### src/rtl/msk_aes_input_loader_pkg.sv
// Shared constants and state type for the masked AES input loader.
// Block layout: four plaintext words, then four key words.
package msk_aes_loader_pkg;

  localparam int WORDS_PT  = 4;
  localparam int WORDS_KEY = 4;
  localparam int BEATS     = 8;

  typedef enum logic {
    FILL = 1'b0,
    FULL = 1'b1
  } loader_state_e;

endpackage

### src/rtl/msk_aes_input_loader_if.sv
// Stream-in / core-out signal bundle of the masked AES input loader.
// The loader uses the slave modport; the environment drives through master.
interface msk_aes_input_loader_if #(parameter int d = 2);

  logic             in_valid;
  logic             in_ready;
  logic [32*d-1:0]  in_sh_word;
  logic             core_valid_in;
  logic             core_in_ready;
  logic [128*d-1:0] sh_plaintext;
  logic [128*d-1:0] sh_key;
  logic             busy;

  modport slave (
    input  in_valid,
    input  in_sh_word,
    input  core_in_ready,
    output in_ready,
    output core_valid_in,
    output sh_plaintext,
    output sh_key,
    output busy
  );

  modport master (
    output in_valid,
    output in_sh_word,
    output core_in_ready,
    input  in_ready,
    input  core_valid_in,
    input  sh_plaintext,
    input  sh_key,
    input  busy
  );

endinterface

### src/rtl/msk_aes_input_loader_word_bank.sv
// Four shared 32-bit words with select/write and a synchronous clear that
// wins over a write. Word w lands at bank[w*32*d +: 32*d].
module msk_aes_word_bank
  import msk_aes_loader_pkg::*;
#(
  parameter int d = 2
) (
  input  logic             clk,
  input  logic             clr,
  input  logic             we,
  input  logic [1:0]       sel,
  input  logic [32*d-1:0]  wdata,
  output logic [128*d-1:0] bank
);

  logic [32*d-1:0] word_r [WORDS_PT];

  // Word storage: clear zeroizes every slot, otherwise only the selected slot loads.
  always_ff @(posedge clk) begin
    for (int i = 0; i < WORDS_PT; i++) begin
      if (clr) begin
        word_r[i] <= '0;
      end else if (we && (sel == 2'(i))) begin
        word_r[i] <= wdata;
      end
    end
  end

  for (genvar g = 0; g < WORDS_PT; g++) begin : g_pack
    assign bank[g*32*d +: 32*d] = word_r[g];
  end

endmodule

### src/rtl/msk_aes_input_loader.sv
// Collects eight shared words (plaintext then key) into two 128-bit sharings,
// presents them to the AES core, and zeroizes both banks when the core takes them.
module msk_aes_input_loader
  import msk_aes_loader_pkg::*;
#(
  parameter int d = 2
) (
  input logic                   clk,
  input logic                   rst,
  msk_aes_input_loader_if.slave bus
);

  localparam logic [2:0] LAST_BEAT = 3'(BEATS - 1);

  loader_state_e    state_r;
  loader_state_e    state_s;
  logic [2:0]       cnt_r;
  logic [2:0]       cnt_s;
  logic             accept_s;
  logic             xfer_s;
  logic             clear_s;
  logic             we_pt_s;
  logic             we_key_s;
  logic [128*d-1:0] pt_bank_s;
  logic [128*d-1:0] key_bank_s;

  // in_sh_word is only looked at while filling; FULL ignores the stream.
  assign accept_s = bus.in_valid && (state_r == FILL);
  assign xfer_s   = bus.core_in_ready && (state_r == FULL);
  assign clear_s  = xfer_s || rst;
  assign we_pt_s  = accept_s && !cnt_r[2];
  assign we_key_s = accept_s && cnt_r[2];

  // State and beat counter registers.
  always_ff @(posedge clk) begin
    if (rst) begin
      state_r <= FILL;
      cnt_r   <= 3'd0;
    end else begin
      state_r <= state_s;
      cnt_r   <= cnt_s;
    end
  end

  // Next-state: count beats while filling, hold in FULL until the core accepts.
  always_comb begin
    state_s = state_r;
    cnt_s   = cnt_r;
    case (state_r)
      FILL: begin
        if (accept_s) begin
          cnt_s = cnt_r + 3'd1;
          if (cnt_r == LAST_BEAT) begin
            state_s = FULL;
          end else begin
            state_s = FILL;
          end
        end else begin
          cnt_s   = cnt_r;
          state_s = FILL;
        end
      end
      FULL: begin
        if (bus.core_in_ready) begin
          state_s = FILL;
          cnt_s   = 3'd0;
        end else begin
          state_s = FULL;
          cnt_s   = cnt_r;
        end
      end
      default: begin
        state_s = FILL;
        cnt_s   = 3'd0;
      end
    endcase
  end

  msk_aes_word_bank #(.d(d)) u_pt_bank (
    .clk   (clk),
    .clr   (clear_s),
    .we    (we_pt_s),
    .sel   (cnt_r[1:0]),
    .wdata (bus.in_sh_word),
    .bank  (pt_bank_s)
  );

  msk_aes_word_bank #(.d(d)) u_key_bank (
    .clk   (clk),
    .clr   (clear_s),
    .we    (we_key_s),
    .sel   (cnt_r[1:0]),
    .wdata (bus.in_sh_word),
    .bank  (key_bank_s)
  );

  // Every output is a register or a decode of the state register.
  assign bus.in_ready      = (state_r == FILL);
  assign bus.core_valid_in = (state_r == FULL);
  assign bus.busy          = (cnt_r != 3'd0) || (state_r == FULL);
  assign bus.sh_plaintext  = pt_bank_s;
  assign bus.sh_key        = key_bank_s;

endmodule

### src/flat_wrapper.sv
// flat-port wrapper written by rule: the top's interface ports become plain ports
module msk_aes_input_loader_flat import msk_aes_loader_pkg::*;
#(
  parameter int d = 2
)
  (clk, rst, bus_in_valid, bus_in_sh_word, bus_core_in_ready, bus_in_ready, bus_core_valid_in, bus_sh_plaintext, bus_sh_key, bus_busy);
  msk_aes_input_loader_if #(.d(d)) bus_i ();
  input logic clk;
  input logic rst;
  input wire logic [$bits(bus_i.in_valid)-1:0] bus_in_valid;
  input wire logic [$bits(bus_i.in_sh_word)-1:0] bus_in_sh_word;
  input wire logic [$bits(bus_i.core_in_ready)-1:0] bus_core_in_ready;
  output wire logic [$bits(bus_i.in_ready)-1:0] bus_in_ready;
  output wire logic [$bits(bus_i.core_valid_in)-1:0] bus_core_valid_in;
  output wire logic [$bits(bus_i.sh_plaintext)-1:0] bus_sh_plaintext;
  output wire logic [$bits(bus_i.sh_key)-1:0] bus_sh_key;
  output wire logic [$bits(bus_i.busy)-1:0] bus_busy;
  assign bus_i.in_valid = bus_in_valid;
  assign bus_i.in_sh_word = bus_in_sh_word;
  assign bus_i.core_in_ready = bus_core_in_ready;
  assign bus_in_ready = bus_i.in_ready;
  assign bus_core_valid_in = bus_i.core_valid_in;
  assign bus_sh_plaintext = bus_i.sh_plaintext;
  assign bus_sh_key = bus_i.sh_key;
  assign bus_busy = bus_i.busy;
  msk_aes_input_loader #(.d(d)) u_core (.clk(clk), .rst(rst), .bus(bus_i));
endmodule
### config.mk
export PLATFORM = sky130hd
export DESIGN_NAME = msk_aes_input_loader_flat
export DESIGN_NICKNAME = d
export VERILOG_FILES = /design/src/rtl/msk_aes_input_loader_pkg.sv /design/src/rtl/msk_aes_input_loader_if.sv /design/src/rtl/msk_aes_input_loader_word_bank.sv /design/src/rtl/msk_aes_input_loader.sv /design/src/flat_wrapper.sv
export SDC_FILE = /design/constraint.sdc
export NUM_CORES = 1
export LEC_CHECK = 0
export BUFFER_PORTS_ARGS = -buffer_cell sky130_fd_sc_hd__buf_2
export CAP_MARGIN = 20
export CORE_AREA = 2 2 230 232
export DETAILED_ROUTE_END_ITERATION = 8
export DIE_AREA = 0 0 232 234
export GPL_TIMING_DRIVEN = 0
export HOLD_SLACK_MARGIN = 0.1
export REMOVE_ABC_BUFFERS = 1
export SYNTH_ARGS = -nofsm -noshare
export SYNTH_HDL_FRONTEND = slang
export SYNTH_SLANG_ARGS = --single-unit
### constraint.sdc
create_clock -name clk -period 5.4 [get_ports clk]
set_input_delay 0.27 -clock clk [delete_from_list [all_inputs] [get_ports clk]]
set_output_delay 0.27 -clock clk [all_outputs]
set_load 0.01 [all_outputs]
==> impl_results.md <==
* Status: completed
* Largest net degree at the start of global routing at just over 70
* Top cell by count, worst path: buf_16
* Critical path arrival at about 2900 ps
* Cell variety after synth at 27
* VDD IR max at just over 0.3 mV
* H-tree levels at 2
* Clock Sinks at around 520
* Syn-to-layout area delta at 30.1%
* ANT cells at 0
* Critical Path, Cell by Cell: nor2b_4 > buf_16 > a31o_4 > buf_16
* First-pass DRT Iterations at 6
* Die Wd at about 230 µm
* Fin Clk Skew at approximately 12 ps
* Clock Latency Late Sink at 580 ps
* Cells after Synth at approximately 1,200
* Worst Setup EP: u_core.u_key_bank.word_r[0][60]$_SDFFCE_PN0P_
* Share of cells above drive strength 1 at a little under two fifths
* Hold_buf cts at 63
* Initial antenna violation count at 1
* Fillers at roughly 4,500
* Final HPWL DP at 37,200 µm
* Worst r2r path cells at 4
* Reg2reg end: u_core.u_key_bank.word_r[0][60]$_SDFFCE_PN0P_
* # rows at between 80 and 90
* Port Buffers at between 500 and 600
* Root Buffer: clkbuf_16
* Slew @ Worst Pin at 922 ps
* Final Hold Viols at 0
* Sequential fraction of the synthesis area at 78.3%
* Die H at 234 µm
* Maximum clock insertion buffer count at 3
* Max-cap violations at 0
* WL final at between 50,000 and 60,000 µm
* Final core occ at 49.4%
* Number of synthesis warnings at 0
* Drt via density at a little over 5
* Avg Cell Area, Syn at ~17 µm²
* Gp weighted congestion at 0.771
* Hold Crit Class: in2reg
* TritonCTS clock tree: done
* Static leakage at around 13 nW
* Crit Path Class: reg2reg
* Synth area leader: edfxtp_1
* Drc violations at 0
* Vias in the first global route at about 13,000
* CP peak stage delay at about 670 ps
* Pins Over Slew Limit at 0
* Critical Path Start: u_core.bus.core_valid_in$_SDFF_PP0_
* CTS resizes at 0
* CTS clk-pin slew, worst paths at around 60 ps
* Max transition margin at slightly below 40%
* Setup Viol. Count Final at 0
* Final worst-path cycle share at roughly half
* Met2 wire len at ~29,000 µm
* Unrepaired setup endpoints after global routing: no
* Initial Utilization at 37.9%
* R2R Path Start: u_core.bus.core_valid_in$_SDFF_PP0_
* CP max FO at 38
* Cts bufs inserted at 53
* Iteration-0 DRC Markers at 985
* Highest metal used: met4
* Die Area at 54,300 µm²
* Commonest cells in the netlist: 512 x and3_1, 512 x edfxtp_1, 47 x buf_2
* Fmax at ~370 MHz
* Startpoint Class: register
* Element type at the critical path end: register
* Slowest-stage cell, CP: nor2b_4
* Dpl cell area at around 23,000 µm²
* Post-layout min period at 2690 ps
* Yosys reg bits at just over 500
* I/O pins at just under 600
* Worst setup slack after layout at between 2000 and 3000 ps
* Detail Route Antenna Nets at 0
* Routed WL per cell at about 24 µm
* DP Worst Slack at 2710 ps
* Top post-synthesis cells by area: edfxtp_1 78%, and3_1 16%, buf_2 1.2%, buf_6 1.0%, buf_8 0.76%
* Global route overflow at 0
* Total power at between 8 and 9 mW
* Core ar. at between 50,000 and 60,000 µm²
* Synth Cell Area at roughly 20,000 µm²
* FFs w/ async S/R, synth at 0%
* Vias at about 13,000
* Global-route wire length before repair at about 86,000 µm
* Register area at approximately 15,000 µm²
* Worst Path Required at 5650 ps
* PD cells at around 340 nW/µm²
* Area share of the largest cell type after synthesis at 77.9%
* Metal1 wirelength at between 20,000 and 25,000 µm
* Post-route cell area at around 26,000 µm²
* Number of flops mapped to enable cells by yosys at between 500 and 600
* Main synth FF type: edfxtp_1
* Post-CTS Setup Bufs at 0
* GRT Total Usage at 21.0%
* Worst R2R Setup Slack at around 2700 ps
* DR WL met3 at 5450 µm
* Final nets at 1,861
* Multi-input gate area at approximately 3600 µm²
worst min path at each step:
stage                            startpoint                                       endpoint  cells past startpoint
2_1_floorplan                           rst            u_core.bus.core_valid_in$_SDFF_PP0_                      1
3_3_place_gp   u_core.cnt_r[2]$_SDFFE_PP0P_                   u_core.cnt_r[2]$_SDFFE_PP0P_                      2
3_5_place_dp   u_core.cnt_r[1]$_SDFFE_PP0P_                   u_core.cnt_r[1]$_SDFFE_PP0P_                      2
4_1_cts                  bus_in_sh_word[22]  u_core.u_key_bank.word_r[3][22]$_SDFFCE_PN0P_                      2
5_1_grt                  bus_in_sh_word[35]  u_core.u_key_bank.word_r[1][35]$_SDFFCE_PN0P_                      2
6_report                 bus_in_sh_word[22]  u_core.u_key_bank.word_r[0][22]$_SDFFCE_PN0P_                      2
critical path: cells and delay by family, from the launching register on:
family                 cells  cell delay, ps
buffers and inverters      2             570
and+or+nand+nor            1             670
AOI/OAI and AO/OA          1             540
DFF                        1             480
state kept, by name (all words and copies together) (netlist names):
| signal | flops |
|---|---|
| u_core.cnt_r | 3 |
| u_core.bus.core_valid_in | 1 |
| u_core.u_key_bank.word_r | 256 |
| u_core.u_pt_bank.word_r | 256 |
cell type report:
class / instances / area share (%)
flip-flops and latches: 516 / 60.2
repair buffers: 670 / 16.2
multi-input cells: 544 / 13.9
clock buffers: 68 / 5.55
well taps: 688 / 3.35
clock inverters: 21 / 0.697
inverters: 3 / 0.0438
kinds of logic after synthesis:
group | share of synthesized area, %
muxes | 0.0570
DFF | 78.3
buffers and inverters | 4.03
and+or+nand+nor | 16.8
adders and majority gates | 0.317
AOI/OAI and AO/OA | 0.520
power breakdown:
group          total (mW)  switching, mW  internal, mW
Clock                3.48           1.49          1.99
Sequential           4.66         0.0520          4.60
Combinational       0.716          0.476         0.240
Total                8.85           2.02          6.83
routing by layer:
layer | vias to the layer above | track usage [%]
met5 | - | 0
met4 | 0 | 6.67
met3 | 104 | 5.70
met2 | 681 | 34.1
met1 | 6468 | 27.5
li1 | 5768 | -
per-stage QoR:
stage | TNS (ps) | cells | hold WS (ps)
4_1_cts | 0 | 2510 | 120
2_1_floorplan | -822740 | 1063 | 339
3_3_place_gp | -4428210 | 2333 | 515
3_5_place_dp | 0 | 2358 | 547
6_report | 0 | 2510 | 149
5_1_grt | 0 | 2510 | 125
layout by cell type (no fill, tap or decap):
cell           count
clkinv_1          11
mux2_2             1
nand3b_1           1
ha_1               5
clkbuf_16         55
or4b_1             1
inv_6              2
edfxtp_1         512
buf_2            582
and3_1           512
o31ai_1            2
nand2b_1           2
nand4bb_1          1
inv_1              3
buf_16            17
bufinv_16          3
and3b_4            4
clkinvlp_4         2
a31o_4             8
nor2b_4            1
nor2_4             1
clkinv_2           3
nand2_1            1
a21o_1             1
clkbuf_1          13
dfxtp_1            4
a21oi_1            1
o21ai_1            1
or4bb_1            1
buf_12             8
dlygate4sd3_1     63
Power figures use the tool's default switching activity.
